<file path="config.mk">
export PLATFORM = sky130hd
export DESIGN_NAME = alu_exec
export DESIGN_NICKNAME = d
export VERILOG_FILES = /design/src/rtl/alu_pkg.sv /design/src/rtl/alu_single.sv /design/src/rtl/alu_exec.sv
export SDC_FILE = /design/constraint.sdc
export NUM_CORES = 1
export LEC_CHECK = 0
export CORE_MARGIN = 2
export CORE_UTILIZATION = 45
export DETAILED_ROUTE_END_ITERATION = 12
export PLACE_DENSITY = 0.65
export SLEW_MARGIN = 0
export SYNTH_ARGS = -nofsm -noshare
export SYNTH_HDL_FRONTEND = slang
export SYNTH_SLANG_ARGS = --single-unit
</file>
<file path="constraint.sdc">
create_clock -name Clk -period 5.35 [get_ports Clk]
set_clock_uncertainty 0.15 [all_clocks]
set_input_delay 1.605 -clock Clk [delete_from_list [all_inputs] [get_ports Clk]]
set_output_delay 1.605 -clock Clk [all_outputs]
set_load 0.01 [all_outputs]
</file>
<file path="src/rtl/alu_pkg.sv">
// Shared types and widths for the execute-stage ALU.
// alu_op_t matches the 3-bit final op code driven by the ALU control decoder.
package alu_pkg;

   localparam int W   = 8;
   localparam int SHW = 3;

   typedef enum logic [2:0] {
      ALU_ADD  = 3'b000,
      ALU_SUB  = 3'b001,
      ALU_SRL  = 3'b010,
      ALU_SLL  = 3'b011,
      ALU_XOR  = 3'b100,
      ALU_XRED = 3'b101,
      ALU_AND  = 3'b110,
      ALU_RSVD = 3'b111
   } alu_op_t;

   typedef enum logic {
      S_IDLE  = 1'b0,
      S_SHIFT = 1'b1
   } alu_state_t;

endpackage

</file>
<file path="src/rtl/alu_single.sv">
// Combinational single-cycle ALU: all non-shift ops plus the shift-by-zero case.
// Pure logic, no latency, no flow control.
module alu_single #(
   parameter int W = alu_pkg::W
) (
   input  alu_pkg::alu_op_t i_op,
   input  logic [W-1:0]     i_a,
   input  logic [W-1:0]     i_b,
   output logic [W-1:0]     o_result,
   output logic             o_carry
);
   import alu_pkg::*;

   logic [W:0] w_sum;
   logic [W:0] w_dif;

   // SUB carry is the carry-out of a + ~b + 1, i.e. set when there is no borrow
   assign w_sum = {1'b0, i_a} + {1'b0, i_b};
   assign w_dif = {1'b0, i_a} + {1'b0, ~i_b} + {{W{1'b0}}, 1'b1};

   always_comb begin
      o_result = '0;
      o_carry  = 1'b0;
      case (i_op)
         ALU_ADD: begin
            o_result = w_sum[W-1:0];
            o_carry  = w_sum[W];
         end
         ALU_SUB: begin
            o_result = w_dif[W-1:0];
            o_carry  = w_dif[W];
         end
         ALU_SRL,
         ALU_SLL:  o_result = i_a;
         ALU_XOR:  o_result = i_a ^ i_b;
         ALU_XRED: o_result = {{(W-1){1'b0}}, ^i_a};
         ALU_AND:  o_result = i_a & i_b;
         default:  o_result = '0;
      endcase
   end

endmodule

</file>
<file path="src/rtl/alu_exec.sv">
// Execute-stage ALU: registered result/zero/carry with a one-cycle done pulse.
// Latency 1 for non-shift ops, n+1 for shift by n; in_ready low while shifting.
module alu_exec #(
   parameter int W   = alu_pkg::W,
   parameter int SHW = alu_pkg::SHW
) (
   input  logic             Clk,
   input  logic             Reset,
   input  logic             start,
   output logic             in_ready,
   input  alu_pkg::alu_op_t op,
   input  logic [W-1:0]     a,
   input  logic [W-1:0]     b,
   output logic [W-1:0]     result,
   output logic             zero,
   output logic             carry,
   output logic             done
);
   import alu_pkg::*;

   alu_state_t       r_state;
   alu_state_t       w_state_nxt;
   logic [W-1:0]     r_acc;
   logic [SHW-1:0]   r_cnt;
   logic             r_dir_right;

   logic             w_accept;
   logic [SHW-1:0]   w_shamt;
   logic             w_is_shift;
   logic             w_shift_go;
   logic             w_last;
   logic [W-1:0]     w_acc_shf;
   logic [W-1:0]     w_single_res;
   logic             w_single_carry;

   alu_single #(.W(W)) u_single (
      .i_op     (op),
      .i_a      (a),
      .i_b      (b),
      .o_result (w_single_res),
      .o_carry  (w_single_carry)
   );

   assign w_accept   = start && in_ready;
   assign w_shamt    = b[SHW-1:0];
   assign w_is_shift = (op == ALU_SRL) || (op == ALU_SLL);
   assign w_shift_go = w_accept && w_is_shift && (w_shamt != '0);
   assign w_last     = (r_state == S_SHIFT) && (r_cnt == SHW'(1));
   assign w_acc_shf  = r_dir_right ? (r_acc >> 1) : (r_acc << 1);

   always_ff @(posedge Clk) begin
      if (Reset) r_state <= S_IDLE;
      else       r_state <= w_state_nxt;
   end

   always_comb begin
      w_state_nxt = r_state;
      case (r_state)
         S_IDLE:  if (w_shift_go) w_state_nxt = S_SHIFT;
         S_SHIFT: if (w_last)     w_state_nxt = S_IDLE;
         default: w_state_nxt = S_IDLE;
      endcase
   end

   always_comb begin
      in_ready = (r_state == S_IDLE);
   end

   always_ff @(posedge Clk) begin
      if (Reset) begin
         r_acc       <= '0;
         r_cnt       <= '0;
         r_dir_right <= 1'b0;
         result      <= '0;
         zero        <= 1'b0;
         carry       <= 1'b0;
         done        <= 1'b0;
      end else begin
         done <= 1'b0;
         if (w_accept && !w_shift_go) begin
            result <= w_single_res;
            zero   <= (w_single_res == '0);
            carry  <= w_single_carry;
            done   <= 1'b1;
         end
         if (w_shift_go) begin
            r_acc       <= a;
            r_cnt       <= w_shamt;
            r_dir_right <= (op == ALU_SRL);
         end
         // one bit position per cycle; the final step lands straight in result
         if (r_state == S_SHIFT) begin
            r_acc <= w_acc_shf;
            r_cnt <= r_cnt - SHW'(1);
            if (w_last) begin
               result <= w_acc_shf;
               zero   <= (w_acc_shf == '0);
               carry  <= 1'b0;
               done   <= 1'b1;
            end
         end
      end
   end

endmodule
</file>
# After elaboration in Yosys (flattened, before gate mapping)
# Index checks and enable logic that the tools add are counted.
[word_totals] ff_bits=24 out_inout_bits=12
[classes] n_addsub=4 eq_ne=7 n_mux=22 bitwise=4 n_reduce_logical=14
[ops] cell="2-to-1 mux 8 bit" n=6
[ops] cell="one-hot mux 8 bit (6 select lines)" n=1
[ops] cell="adder 8 x 8 -> 9 bit" n=2
[ops] cell="zero test 8 bit" n=2
[ops] cell="2-to-1 mux 1 bit" n=11
[ops] cell="adder 9 x 1 -> 9 bit (second input constant)" n=1
[ops] cell="== test 3 bit (second input constant)" n=3
[ops] cell="AND 8 bit" n=1
[ops] cell="inverter 8 bit" n=1
[ops] cell="parity 8 bit" n=1
[ops] cell="XOR 8 bit" n=1
[ops] cell="== test 3 x 1 -> 1 bit (second input constant)" n=2
[ops] cell="== test 3 x 2 -> 1 bit (second input constant)" n=2
[ops] cell="2-to-1 mux 3 bit" n=2
[ops] cell="logical AND 1 bit" n=5
[ops] cell="one-hot mux 1 bit (2 select lines)" n=2
[ops] cell="zero test 3 bit" n=1
[ops] cell="nonzero test 3 bit" n=1
[ops] cell="subtractor 3 x 1 -> 3 bit (second input constant)" n=1
[ops] cell="nonzero test 2 bit" n=1
[ops] cell="OR reduction 2 bit" n=1
[ops] cell="zero test 1 bit" n=1
[ops] cell="logical OR 1 bit" n=1
[ops] cell="inverter 1 bit" n=1

# Logic depth before layout (Yosys ltp)
# Gate-level depths: netlist of run 1.
[logic_depth] depth_word=9 depth_mapped=10 mapped_depth_nobuf=10

# Modules after synthesis
# Synthesis of run 1 repeated with hierarchy kept, for this count alone.
[hier_totals] cells_unflattened=299 hier_area_um2=2322.2
[by_module_without_submodules] module="alu_exec" n_inst=1 cells_per_inst=135 area_per_inst_um2=1218.7 seq_area_each_um2=480.5
[by_module_without_submodules] module="alu_single" n_inst=1 cells_per_inst=164 area_per_inst_um2=1103.6 seq_area_each_um2=0.0

# Least setup slack after synthesis of run 1
# Ideal clock, no wire load.
[synth_path] kind="input to register" from="in a[0]" to="reg zero" setup_time_ns=0.096 arrival_time_ns=3.477 required_time_ns=5.104 slack_ns=1.627 path_stages=10 path_buffers=0 cell_sequence="inv_1 > ha_1 > inv_1 > fa_1 > and3b_2 > a311oi_2 > o21ai_1 > a2111oi_2 > nand4_1 > o41ai_2"
[synth_between] elab_chain_len=7
[synth_rtl] item="from (decl)" line_no="alu_exec.sv:12" text="input logic [W-1:0] a,"
[synth_rtl] item="adder 8 x 8 -> 9 bit" line_no="alu_single.sv:19" text="assign w_dif = {1'b0, i_a} + {1'b0, ~i_b} + {{W{1'b0}}, 1'b1};"
[synth_rtl] item="adder 9 x 1 -> 9 bit" line_no="alu_single.sv:19"
[synth_rtl] item="one-hot mux 8 bit (6 select lines) (*)" line_no="alu_single.sv:24" text="case (i_op)"
[synth_rtl] item="zero test 8 bit (*)" line_no="alu_exec.sv:82" text="zero <= (w_single_res == '0);"
[synth_rtl] item="2-to-1 mux 1 bit (*)" line_no="alu_exec.sv:80" text="if (w_accept && !w_shift_go) begin"
[synth_rtl] item="2-to-1 mux 1 bit" line_no="alu_exec.sv:95" text="if (w_last) begin"
[synth_rtl] item="2-to-1 mux 1 bit (*)" line_no="alu_exec.sv:92" text="if (r_state == S_SHIFT) begin"
[synth_rtl] item="to (signal assigned)" line_no="alu_exec.sv:82"
[synth_rtl] item="to (signal assigned)" line_no="alu_exec.sv:97" text="zero <= (w_acc_shf == '0);"
[synth_rtl] item="to (decl)" line_no="alu_exec.sv:15" text="output logic zero,"
# Mark *: on every way between the ends. The rest lies on a longest branch, timed or not.
# A chain may end at the register's enable or synchronous reset.

# Worst setup path in the final report of run 1
# Same ends and word-level chain as after synthesis.

==> qor.yml, run 1 <==
cts_tree: "built"
drt_iter0_drc: 218
fp.dieH_um: 77.3
fin_util_pct: 54.2
grt.total_usage_pct: 22.6
synth_edf_count: 0
hold_ws_ns: 0.316
yosysSeqAreaShare_pct: 19.9
cap_violations: 0
relSlewSlack_pct: 58.6
first_pass_iters: 4
hold_violations: 0
post_drt_wl_per_cell_um: 16.6
start_kind: "primary input"
cts_buffers: 3
required_ns: 5.38
rsz0062_at_grt: "false"
cts_resized: 0
place.gp.congestion: 0.932
ir_worst_vdd_mv: 0.104
portBuffers: 33
synthesis.nets: 349
clock.fmax_mhz: 234
die_x_um: 77.3
worstSetupEndpointType: "register"
drive_gt1_share_pct: 9.73
pin_count: 34
grt_pass1_wl_um: 11100
finalSetupTns_ns: 0
ys_warn_count: 0
pre_cts_ws_ns: 0.806
status: "finished clean"
synth-seq-cells: 24
num_antenna_cells: 0
drv_slew: 0
hold_class: "register to register"
r2r-end: "r_acc[2]$_SDFFE_PP0P_"
hpwlAfterDp_um: 4980
met3_usage_pct: 3.41
period_share_pct: 79.9
drt-total-wl_um: 6640
core.rowCount: 26
via_count: 2378
globalRouteMet1Util_pct: 32.6
clockBufferDepth: 2
worstSetupEndpoint: "zero$_SDFF_PP0_"
via_per_inst: 5.96
worstSkewPairLatency_ns: 0.27
reg2reg_from: "r_state$_SDFF_PP0_"
die-area_mm2: 0.00597
ant_nets: 0
worstSetupPathType: "primary input to register"
timing.final.ws_setup_ns: 1.08
ys_async_sr_fraction_pct: 0
drc_errors: 0
worstMarginPinSlew_ns: 0.620
power.total_mw: 0.520
clockRootBuffer: "clkbuf_8"
cts.sinks: 24
start_util_pct: 47.0
cts_htree_levels: 1
core_mm2: 0.00514
r2r_cells: 6
met2_usage_pct: 37.1
nNetsFinal: 373
antenna_found_initial: 0
crit_start: "a[0]"
regToRegSetupSlack_ns: 3.07
syn_to_final_growth_pct: 15.3
ys_types: 70
stdcell_area_mm2: 0.00279
grt_pass1_vias: 2209
syn-cell-area_mm2: 0.00242
cp.arrival_ns: 4.31
synthFlopType: "dfxtp_1"
gr-total-overflow: 0
cp_max_fo: 5
netlist_instances: 306
layout.cells.non_filler: 399
post-cts-setup-buffers: 0
grt_max_degree: 26
dpl_cell_area_mm2: 0.00273
p_leak_nw: 1.09
power_density_mw_per_mm2: 187
cts_hold_buffers: 0
busiest_layer: "met2"
fin_crit_ns: 4.27
setup_viol: 0
placedCellCount: 395
clk_pin_slew_ns: 0.09
avgSynthCellArea_um2: 7.90
-- worst min path at each step --
stage | from | to | slack [ns] | cells past startpoint
global placement | r_acc[0]$_SDFFE_PP0P_ | r_acc[0]$_SDFFE_PP0P_ | 0.29 | 2
CTS | r_acc[0]$_SDFFE_PP0P_ | r_acc[0]$_SDFFE_PP0P_ | 0.32 | 2
finish | r_acc[0]$_SDFFE_PP0P_ | r_acc[0]$_SDFFE_PP0P_ | 0.32 | 2
detailed placement | r_acc[0]$_SDFFE_PP0P_ | r_acc[0]$_SDFFE_PP0P_ | 0.30 | 2
floorplan | r_acc[0]$_SDFFE_PP0P_ | r_acc[0]$_SDFFE_PP0P_ | 0.28 | 2
global route | r_acc[0]$_SDFFE_PP0P_ | r_acc[0]$_SDFFE_PP0P_ | 0.34 | 2
-- Yosys cell counts (3+ instances only) --
library cell / n / share of area (%)
a21oi_1: 26 / 5.4
inv_1: 26 / 4.0
dfxtp_1: 24 / 20
nand2_1: 24 / 3.7
nor2_1: 20 / 3.1
ha_1: 19 / 9.8
o21ai_0: 15 / 3.1
nor2b_1: 12 / 3.1
a22oi_1: 11 / 3.4
xnor2_1: 8 / 2.9
a211oi_1: 6 / 1.9
buf_2: 6 / 1.2
a31oi_1: 5 / 1.3
o31ai_1: 5 / 1.6
or3_1: 5 / 1.3
buf_4: 4 / 1.2
mux2_2: 4 / 1.9
nand2b_1: 4 / 1.0
nor3_1: 4 / 0.83
a211o_1: 3 / 1.1
a221oi_1: 3 / 1.1
a32oi_1: 3 / 1.1
and2_2: 3 / 0.93
clkbuf_1: 3 / 0.47
nand4_1: 3 / 0.78
-- report_power, final --
part           internal [mW]  switching, mW
Sequential             0.189        0.00934
Clock                 0.0658         0.0595
Combinational         0.0891          0.107
Total                  0.344          0.176
-- sequential cells by signal, summed over array words and instances (netlist names) --
| signal | flops |
|---|---|
| result | 8 |
| carry | 1 |
| zero | 1 |
| r_acc | 8 |
| r_cnt | 3 |
| r_state | 1 |
| r_dir_right | 1 |
| done | 1 |
-- kinds of logic after synthesis --
family / synth area share, %
mux: 2.28
simple gates: 20.6
xor+xnor: 2.90
flops: 19.9
buf+inv: 9.22
fa+ha+maj: 11.5
compound gates: 33.6
-- routing by layer --
layer | vias to the layer above | share of wire [%]
li1 | 1170 | -
met1 | 1132 | 47
met2 | 72 | 46
met3 | 4 | 6.7
met4 | 0 | 0.32
met5 | - | 0
-- placed cells by master (no fill, tap or decap), types with 5 or more instances in the layout --
master           synthesis  layout
clkdlybuf4s50_1          0      33
inv_1                   26      26
a21oi_1                 26      26
nand2_1                 24      24
dfxtp_1                 24      24
nor2_1                  20      20
ha_1                    19      19
o21ai_0                 15      15
nor2b_1                 12      12
a22oi_1                 11      11
xnor2_1                  8       8
a211oi_1                 6       6
or3_1                    5       5
o31ai_1                  5       5
a31oi_1                  5       5
-- critical path: stages --
cell,delay (ns)
clkdlybuf4s50_1,0.59
inv_1,0.10
ha_1,0.20
inv_1,0.06
fa_1,0.39
and3b_2,0.23
a311oi_2,0.25
o21ai_1,0.15
a2111oi_2,0.30
nand4_1,0.15
o41ai_2,0.29
-- layout make-up --
cell class / count / area, µm²
well taps: 70 / 87.6
flip-flops and latches: 24 / 480
inverters: 26 / 97.6
multi-input cells: 239 / 1710
clock buffers: 4 / 55.1
fillers: 550 / 2350
repair buffers: 36 / 353
No activity file was read; power rests on OpenSTA's default activity.
==> run 2, diff against run 1 <==
- clock period: 5.35 -> 4.1 ns (I/O delays scaled with it)
==> run 2 against run 1 <==
- clock power is 69% higher
- non-clock buffer count is 19 higher
- total power is 43% higher
- critical endpoint unchanged
- largest power group is now combinational cells
- flip-flop and latch count stayed put
- die area stayed put
- cell count is 4.8% higher
- combinational power is 39% higher
- utilization is 3.1 points higher
- register-to-register slack worse by 1.2 ns
- wire length is 1.9% lower
- largest cell class unchanged
- via count is 0.93% higher
- critical path depth stayed put
==> qor.yml, run 2 (synthesis gave the netlist of run 1 again) <==
fp.dieH_um: 77.3
antenna_found_initial: 0
die-area_mm2: 0.00597
finalSetupTns_ns: 0
place.gp.congestion: 0.949
post-cts-setup-buffers: 0
post_drt_wl_per_cell_um: 15.6
power_density_mw_per_mm2: 252
pwr-share-clk_pct: 28.5
cap_violations: 0
worstSkewPairLatency_ns: 0.27
start_util_pct: 47.0
rsz0062_at_grt: "false"
cts_tree: "built"
swShare_pct: 31.6
num-fill-cells: 518
pin_count: 34
fin_crit_ns: 3.78
wl_met2_um: 2940
clockRootBuffer: "clkbuf_8"
nNetsFinal: 392
via_count: 2400
core.rowCount: 26
period_share_pct: 92.1
grt_pass1_wl_um: 11200
clock.fmax_mhz: 265
first_pass_iters: 4
ant_nets: 0
p_leak_nw: 1.19
drc_errors: 0
r2r_cells: 6
worstSetupEndpointType: "register"
drv_slew: 0
hold_class: "register to register"
hold_violations: 0
syn_to_final_growth_pct: 21.9
hpwlAfterDp_um: 5010
cp.arrival_ns: 3.82
wl_met3_um: 373
regToRegSetupSlack_ns: 1.85
cts_hold_buffers: 0
whs_endpoint: "r_acc[0]$_SDFFE_PP0P_"
portBuffers: 33
hp-start: "r_acc[0]$_SDFFE_PP0P_"
relSlewSlack_pct: 60.0
clockBufferDepth: 2
hold_depth: 2
ir_worst_vdd_mv: 0.184
core_mm2: 0.00514
cts.sinks: 24
setup_viol: 0
power.net_switching_mw: 0.234
final_common_cell: "clkdlybuf4s50_1"
internal_power_mw: 0.508
seqPwrFrac_pct: 34.9
hold_ws_ns: 0.308
wl_met1_um: 3160
worstMarginPinSlew_ns: 0.599
largestRegisters: "r_acc (8), result (8), r_cnt (3)"
worstSetupPathType: "primary input to register"
required_ns: 4.14
via_per_inst: 5.74
most-common-layout-cells: "33 x clkdlybuf4s50_1, 26 x inv_1, 26 x a21oi_1, 24 x nand2_1, 24 x dfxtp_1"
gr-total-overflow: 0
reg2reg_from: "r_state$_SDFF_PP0_"
cts_resized: 0
cts_buffers: 3
clk_pin_slew_ns: 0.09
cts_htree_levels: 1
multi_input_area_mm2: 0.00171
drt-total-wl_um: 6510
grt_pass1_vias: 2297
power_frac_comb_pct: 36.7
grt.total_usage_pct: 22.9
num_antenna_cells: 0
drt_iter0_drc: 210
highest_layer: "met4"
status: "finished clean"
r2r-end: "r_acc[6]$_SDFFE_PP0P_"
start_kind: "primary input"
die_x_um: 77.3
regArea_um2: 480
cp_max_fo: 3
drive_gt1_share_pct: 14.7
grt_max_degree: 26
[run 2: cell count changes in the layout (fill, tap and decap cells not counted), sizes merged]
cell    delta
bufinv     +1
buf       +19
clkbuf     -1
[run 2: worst max-delay path, stage by stage]
cell             delay [ns]
clkdlybuf4s50_1        0.50
inv_1                  0.08
ha_1                   0.19
inv_1                  0.06
fa_1                   0.40
and3b_2                0.23
a311oi_2               0.23
o21ai_1                0.15
a2111oi_2              0.29
nand4_1                0.16
o41ai_2                0.29
[run 2: final cells by class]
type | count | area share (%)
Multi-Input combinational cell | 239 | 58.2
Timing Repair Buffer | 55 | 16.8
Sequential cell | 24 | 16.3
Inverter | 26 | 3.31
Tap cell | 70 | 2.97
Clock buffer | 3 | 1.40
Clock inverter | 1 | 1.02
[run 2: how the worst max path moves through the flow]
stage	startpoint	to	slack, ns	depth (start not counted)
2_1_floorplan	a[0]	zero$_SDFF_PP0_	0.75	10
3_3_place_gp	a[0]	zero$_SDFF_PP0_	0.09	11
3_5_place_dp	a[0]	zero$_SDFF_PP0_	0.06	11
4_1_cts	a[0]	zero$_SDFF_PP0_	0.33	11
5_1_grt	a[0]	zero$_SDFF_PP0_	0.08	11
6_report	a[0]	zero$_SDFF_PP0_	0.32	11
[run 2: per-layer routing]
layer  global-route usage (%)  vias to the layer above
met5                        0                        -
met4                     6.07                        0
met3                     2.94                        4
met2                     35.4                       68
met1                     33.2                     1126
li1                         -                     1202
[run 2: power groups by stage]
| stage | Combinational [mW] | Clock (mW) | Sequential, mW |
|---|---|---|---|
| after detailed placement | 0.269 | 0 | 0.264 |
| after global placement | 0.269 | 0 | 0.264 |
| after global routing | 0.302 | 0.226 | 0.262 |
| after CTS | 0.271 | 0.216 | 0.259 |
| after floorplan | 0.172 | 0 | 0.263 |
| final | 0.272 | 0.211 | 0.259 |
[run 2: metrics by stage]
stage	cell area [µm²]	instances	utilization (%)	setup slack [ns]	total power, mW
2_1_floorplan	2420	306	-	0.752	0.435
3_3_place_gp	2870	414	55.9	0.0869	0.533
3_5_place_dp	2870	414	55.9	0.0645	0.533
4_1_cts	2950	418	57.3	0.333	0.745
5_1_grt	2950	418	57.3	0.0838	0.789
6_report	2950	418	57.3	0.323	0.742
